File: src/rtl/regfile_pkg.sv
// rtl/regfile_pkg.sv - shared constants and requester index type for the two-port register file arbiter
package regfile_pkg;

  localparam int B_DEF = 8;
  localparam int W_DEF = 2;

  typedef enum logic {
    REQ_0 = 1'b0,
    REQ_1 = 1'b1
  } req_idx_e;

  // Requester 1 wins a contention only in round-robin mode, and only when
  // requester 0 was the most recent winner.
  function automatic logic req1_wins_conflict(input req_idx_e last_gnt, input logic rr_en);
    return rr_en && (last_gnt == REQ_0);
  endfunction

endpackage

File: src/rtl/regfile_core.sv
// rtl/regfile_core.sv - synchronous 2**W x B storage array with registered read port
module regfile_core
  import regfile_pkg::*;
#(
  parameter int B = B_DEF,
  parameter int W = W_DEF
) (
  input  logic         clk,
  input  logic         reset,
  input  logic         wr_en,
  input  logic [W-1:0] w_addr,
  input  logic [B-1:0] w_data,
  input  logic         rd_en,
  input  logic [W-1:0] r_addr,
  output logic [B-1:0] r_data
);

  localparam int DEPTH = 2 ** W;

  logic [B-1:0] mem_q [DEPTH];
  logic [B-1:0] r_data_q;

  // Storage array: written on wr_en, never reset.
  always_ff @(posedge clk) begin
    if (wr_en) begin
      mem_q[w_addr] <= w_data;
    end
  end

  // Read register: loads only on a read cycle so it holds between reads.
  always_ff @(posedge clk or posedge reset) begin
    if (reset) begin
      r_data_q <= '0;
    end else if (rd_en && !wr_en) begin
      r_data_q <= mem_q[r_addr];
    end
  end

  assign r_data = r_data_q;

endmodule

File: src/rtl/regfile_arbiter.sv
// rtl/regfile_arbiter.sv - two-requester single-port register file arbiter; REGFILE_ARB_RR_EN selects round-robin
module regfile_arbiter
  import regfile_pkg::*;
#(
  parameter int B = B_DEF,
  parameter int W = W_DEF
) (
  input  logic         clk,
  input  logic         reset,
  input  logic         req0,
  input  logic         we0,
  input  logic [W-1:0] addr0,
  input  logic [B-1:0] wdata0,
  output logic         ack0,
  output logic         rvalid0,
  input  logic         req1,
  input  logic         we1,
  input  logic [W-1:0] addr1,
  input  logic [B-1:0] wdata1,
  output logic         ack1,
  output logic         rvalid1,
  output logic [B-1:0] rdata
);

`ifdef REGFILE_ARB_RR_EN
  localparam logic RR_EN = 1'b1;
`else
  localparam logic RR_EN = 1'b0;
`endif

  req_idx_e     last_gnt_q, last_gnt_d;
  logic         rvalid0_q, rvalid0_d;
  logic         rvalid1_q, rvalid1_d;
  logic         win1;
  logic         gnt0, gnt1;
  logic         sel_we;
  logic [W-1:0] sel_addr;
  logic [B-1:0] sel_wdata;
  logic         core_wr_en, core_rd_en;

  // Grant decode: a lone requester wins immediately; contention uses the mode policy.
  always_comb begin
    win1 = req1_wins_conflict(last_gnt_q, RR_EN);
    gnt0 = 1'b0;
    gnt1 = 1'b0;
    if (!reset) begin
      gnt0 = req0 && (!req1 || !win1);
      gnt1 = req1 && (!req0 ||  win1);
    end
  end

  // Steer the winner's command to the single storage port.
  always_comb begin
    sel_we     = gnt1 ? we1    : we0;
    sel_addr   = gnt1 ? addr1  : addr0;
    sel_wdata  = gnt1 ? wdata1 : wdata0;
    core_wr_en = (gnt0 || gnt1) && sel_we;
    core_rd_en = (gnt0 || gnt1) && !sel_we;
  end

  // Next-state for the pointer and the one-cycle read-valid flags.
  always_comb begin
    last_gnt_d = last_gnt_q;
    if (gnt0) begin
      last_gnt_d = REQ_0;
    end else if (gnt1) begin
      last_gnt_d = REQ_1;
    end
    rvalid0_d = gnt0 && !we0;
    rvalid1_d = gnt1 && !we1;
  end

  // Control registers; last_gnt starts at 1 so requester 0 wins the first contention.
  always_ff @(posedge clk or posedge reset) begin
    if (reset) begin
      last_gnt_q <= REQ_1;
      rvalid0_q  <= 1'b0;
      rvalid1_q  <= 1'b0;
    end else begin
      last_gnt_q <= last_gnt_d;
      rvalid0_q  <= rvalid0_d;
      rvalid1_q  <= rvalid1_d;
    end
  end

  regfile_core #(
    .B(B),
    .W(W)
  ) u_core (
    .clk    (clk),
    .reset  (reset),
    .wr_en  (core_wr_en),
    .w_addr (sel_addr),
    .w_data (sel_wdata),
    .rd_en  (core_rd_en),
    .r_addr (sel_addr),
    .r_data (rdata)
  );

  assign ack0    = gnt0;
  assign ack1    = gnt1;
  assign rvalid0 = rvalid0_q;
  assign rvalid1 = rvalid1_q;

endmodule

File: config.mk
export PLATFORM = sky130hd
export DESIGN_NAME = regfile_arbiter
export DESIGN_NICKNAME = d
export VERILOG_FILES = /design/src/rtl/regfile_pkg.sv /design/src/rtl/regfile_core.sv /design/src/rtl/regfile_arbiter.sv
export SDC_FILE = /design/constraint.sdc
export NUM_CORES = 1
export LEC_CHECK = 0
export BUFFER_PORTS_ARGS = -buffer_cell sky130_fd_sc_hd__buf_2
export CAP_MARGIN = 20
export CORE_MARGIN = 5
export CORE_UTILIZATION = 45
export CTS_CLUSTER_DIAMETER = 120
export DETAILED_ROUTE_END_ITERATION = 7
export PLACE_DENSITY = 0.68
export SYNTH_ARGS = -nofsm -noshare
export SYNTH_HDL_FRONTEND = slang
export SYNTH_SLANG_ARGS = --single-unit
File: constraint.sdc
create_clock -name clk -period 2.85 [get_ports clk]
set_input_delay 0.285 -clock clk [delete_from_list [all_inputs] [get_ports clk]]
set_output_delay 0.285 -clock clk [all_outputs]
set_load 0.05 [all_outputs]
**After elaboration in Yosys (flattened, before gate mapping)**

Memories as Yosys holds them, arrays and structs flattened. A register that Yosys moved wholly into a read port is not among the register bits.
Index checks and enable logic that the tools add are counted.

- Muxes and demuxes: 7
- Reductions and logical operators: 12

Operators by type and width:

| cell | number |
|---|---|
| two-way mux 8 bit | 1 |
| logical AND 1 bit | 6 |
| zero test 1 bit | 5 |
| two-way mux 1 bit | 5 |
| two-way mux 2 bit | 1 |
| logical OR 1 bit | 1 |

- Flip-flop bits (word level): 2
- Memory bits (writable): 32
- Input bits: 26
- Output and inout bits: 12
- Word-level logic and storage cells: 22
- Memories: 1

Memories:

| memory | depth | width | rd ports | clocked after Yosys merged registers in | write ports | line | text |
|---|---|---|---|---|---|---|---|
| u_core.mem_q | 4 | 8 | 1 | 1 | 1 | regfile_core.sv:20 | `logic [B-1:0] mem_q [DEPTH];` |

**Logic depth before layout (Yosys ltp)**

- Depth in word-level cells: 7
- Depth in mapped cells: 6
- Gate-level depth less buffers: 5

**Hierarchy**

A second synthesis with hierarchy kept.

- Cell total of the unflattened synthesis: 90
- Area, all modules: 1767.9 sq um

Modules (own cells, without submodules):

| module | instances | cells each | area an instance (sq um) | seq. area each (sq um) |
|---|---|---|---|---|
| regfile_core | 1 | 66 | 1521.5 | 1161.1 |
| regfile_arbiter | 1 | 24 | 246.5 | 50.0 |

**Worst setup path after synthesis**

Ideal clock, no wire load.

- Path kind: input-to-reg
- From: input reset
- To: memory u_core.mem_q[3][0] (netlist name), enable pin
- Library setup time: 0.385 ns
- Arrival time: 1.752 ns
- Required time: 2.465 ns
- Setup slack: 0.713 ns
- Stages: 4
- Path buffers: 0
- Cell sequence: or3b_4 clkinv_1 mux2_2 nor3b_1

- Cells in the longest elaborated chain, start to end: 5
- Elaborated cells between the ends (all ways): 8
- Classes of those cells: 6 x mux; 2 x reduce/logical

RTL lines:

| what | line | text |
|---|---|---|
| start, declared | regfile_arbiter.sv:9 | `input logic reset,` |
| two-way mux 1 bit | regfile_arbiter.sv:46 | `if (!reset) begin` |
| two-way mux 1 bit / logical OR 1 bit (equally long branches) | regfile_arbiter.sv:54, regfile_arbiter.sv:57 |  |
| logical AND 1 bit | regfile_arbiter.sv:57 | `core_wr_en = (gnt0 \|\| gnt1) && sel_we;` |
| two-way mux 1 bit | regfile_core.sv:25 | `if (wr_en) begin` |
| two-way mux 1 bit (implied by the code) | regfile_core.sv:26 | `mem_q[w_addr] <= w_data;` |
| end, declared | regfile_core.sv:20 |  |

Several ways; a longest one is shown, not always the timed one.

**Final worst setup path**

- From: input reset
- To: memory u_core.mem_q[3][5] (netlist name), enable pin

The elaborated chain is that of the path after synthesis.

==> impl_metrics.toml <==
[finish]
fill_cells = 376
fin_util = 0.5560
antennaDiodeCount = 0
stdcell_count = 272
syn2layout_area_growth_pct = 17.31
layout-drive-gt1-share = 0.2477
nets = 247

[setup_path]
crit_arrival_ps = 1900
end_kind = "flop"
cp_max_fo = 10
cp.required_ps = 2840
startpoint_type = "input port"
crit_start = "reset"
path_class = "input port to flop"
crit-reg2reg-launch = "u_core.mem_q[2][1]"

[route]
vias = 1430
dr.first_iter.drc_count = 50
post_drt_wl_per_cell_um = 14.87
drc_errors = 0
drt_pass1_iterations = 4
ant_nets = 0
totalWireLength_um = 4045
avgViaCountPerCell = 5.257

[power_and_ir_drop]
internal_power_uw = 951.5
clock_power_share = 0.275
cellPowerDensity_mw_per_mm2 = 593.5
pwr-share-seq = 0.533
vdd.ir_drop.worst_uv = 328.9
leakage_uw = 0.0009241
switching_share = 0.2944
p_comb_frac = 0.192
p_switching_uw = 397.0

[synthesis]
syn_nets = 205
synth_top_area_share = 0.4961
postSynthCellCount = 179
synth.largest_area_cell = "edfxtp_1"
yosys_warnings = 0
synthTopCellsByArea = "edfxtp_1 50%, dfrtp_1 13%, nand2_1 8.3%, nand2b_1 5.8%, a21oi_1 4.4%"
synth.distinct_cells = 26
syn_area_per_cell_um2 = 10.82
synthesis.area_mm2 = 0.001937
ys_seq_area_frac = 0.6253
ys_ff_latch = 42

[placement]
hpwl_um = 3020
portBuffers = 37
dp_cells = 263
place_congestion = 0.7955

[sta]
period_share = 0.6724
rsz0062_at_grt = "false"
final_hold_viol_count = 0
finalSetupViolCount = 0
min_period_ps = 1916
worst_pin_slew_ps = 782.7
fmax_mhz = 521.8
finalClockSkew_ps = 13.61
tns_ps = 0
final_max_slew_viol_count = 0
max_slew_margin = 0.4771

[grt]
grt.total_usage = 0.1542
grt.overflow.total = 0
grt_pass1_wl_um = 6354
antenna_found_initial = 0
grt_pass1_vias = 1362
grt_max_degree = 20

[cts]
hold_buffers = 0
root_buffer = "clkbuf_8"
numCtsBuffers = 5
post_cts_buffers = 0
clk_path_buf_depth = 2
path_clk_slew_ps = 80
cts_tree = "built"
numClockSinks = 42
cts_htree_levels = 2
ctsResizeCount = 0
clk_latency_ps = 290

[floorplan]
dieArea_mm2 = 0.005716
initial_core_util = 0.4740
num_rows = 23
die_h_um = 75.61
core_area_mm2 = 0.004086
die_w_um = 75.61
io_pins = 38

[min_path]
min_path_type = "input port to async pin"

[outcome]
status = "completed"

[job]
cap_viol_max_count = 0
-- layer usage --
| metal | vias up | track usage | part of all wire |
|---|---|---|---|
| met5 | - | 0 | 0 |
| met4 | 0 | 0.04854 | 0.016 |
| met3 | 8 | 0.04617 | 0.068 |
| met2 | 37 | 0.2800 | 0.51 |
| met1 | 671 | 0.1728 | 0.41 |
| li1 | 714 | - | - |
-- power groups by stage --
stage / Combinational [uW] / Sequential [uW] / Clock (uW)
6_report: 259 / 719 / 370
4_1_cts: 263 / 719 / 382
3_3_place_gp: 260 / 733 / 0
5_1_grt: 283 / 724 / 405
2_1_floorplan: 98.6 / 818 / 0
3_5_place_dp: 262 / 733 / 0
-- layout by cell type (no fill, tap or decap) --
master	netlist	routed
a21oi_1	17	17
a22oi_1	8	8
a31oi_1	8	8
and2b_1	1	1
and3b_1	1	1
buf_2	1	38
buf_4	1	5
clkbuf_8	0	5
clkinv_1	1	1
clkinv_2	0	2
dfrtp_1	10	10
edfxtp_1	32	32
inv_1	1	1
inv_6	0	1
mux2_2	1	1
mux2_4	1	1
mux2i_1	1	1
mux2i_2	1	1
nand2_1	43	43
nand2b_1	18	18
nor2_1	11	11
nor2b_1	3	3
nor3b_1	1	1
o21ai_0	9	9
or2b_1	1	1
or3b_1	1	1
or3b_4	1	1
-- cell families (layout without fill, tap and decap cells) --
| group | Yosys count | count (layout) | synth area share |
|---|---|---|---|
| buffers and inverters | 10 | 53 | 0.02584 |
| multiplexers | 4 | 4 | 0.02584 |
| AND/OR/NAND/NOR | 81 | 81 | 0.1990 |
| AO/OA/AOI/OAI | 42 | 42 | 0.1240 |
| flip-flops | 42 | 42 | 0.6253 |
-- stage by stage --
step                      cell area (um2)  hold WS, ps  power [uW]  worst slack [ps]
after detailed placement             2180        338.1       995.4             270.0
after global placement               2180        330.5       992.6             375.3
final                                2272        12.63        1348             933.7
after CTS                            2267        14.07        1364             581.6
after global routing                 2272        24.64        1411             869.2
after floorplan                      1937        133.2       916.6             712.5
-- synth_stat cells --
library cell  instances
nand2_1              43
edfxtp_1             32
nand2b_1             18
a21oi_1              17
nor2_1               11
dfrtp_1              10
o21ai_0               9
a22oi_1               8
a31oi_1               8
clkbuf_1              5
nor2b_1               3
and2b_1               1
and3b_1               1
buf_2                 1
buf_4                 1
buf_6                 1
clkinv_1              1
inv_1                 1
mux2_2                1
mux2_4                1
mux2i_1               1
mux2i_2               1
nor3b_1               1
or2b_1                1
or3b_1                1
or3b_4                1
-- final timing paths --
kind / endpoint / slack (ps) / cells after the start
setup / recovery: u_core.mem_q[3][5] / 930 / 6
hold / removal: u_core.r_data[0] / 10 / 3
setup reg to reg: u_core.r_data[1] / 1780 / 4
hold reg to reg: u_core.r_data[6] / 550 / 2
max in group asynchronous: u_core.r_data[2] / 2700 / 3
min in group clk: rvalid0 / 160 / 2
-- critical path, stage by stage --
cell and delay, ps:
buf_2 120, or3b_4 470, clkinv_1 90, mux2_2 230
nor3b_1 420, buf_2 280
-- layout make-up --
class | count | area, um2 | share of cell area
Clock buffer | 5 | 68.82 | 0.03029
Inverter | 2 | 7.507 | 0.003304
Tap cell | 50 | 62.56 | 0.02753
Multi-Input combinational cell | 127 | 675.6 | 0.2974
Timing Repair Buffer | 43 | 227.7 | 0.1002
Clock inverter | 3 | 18.77 | 0.008260
Sequential cell | 42 | 1211 | 0.5330
-- state kept, by name, indices dropped and copies added, names as in the netlist --
signal / count
rvalid0: 1
u_core.r_data: 8
rvalid1: 1
u_core.mem_q: 32
Power figures use the tool's default switching activity.
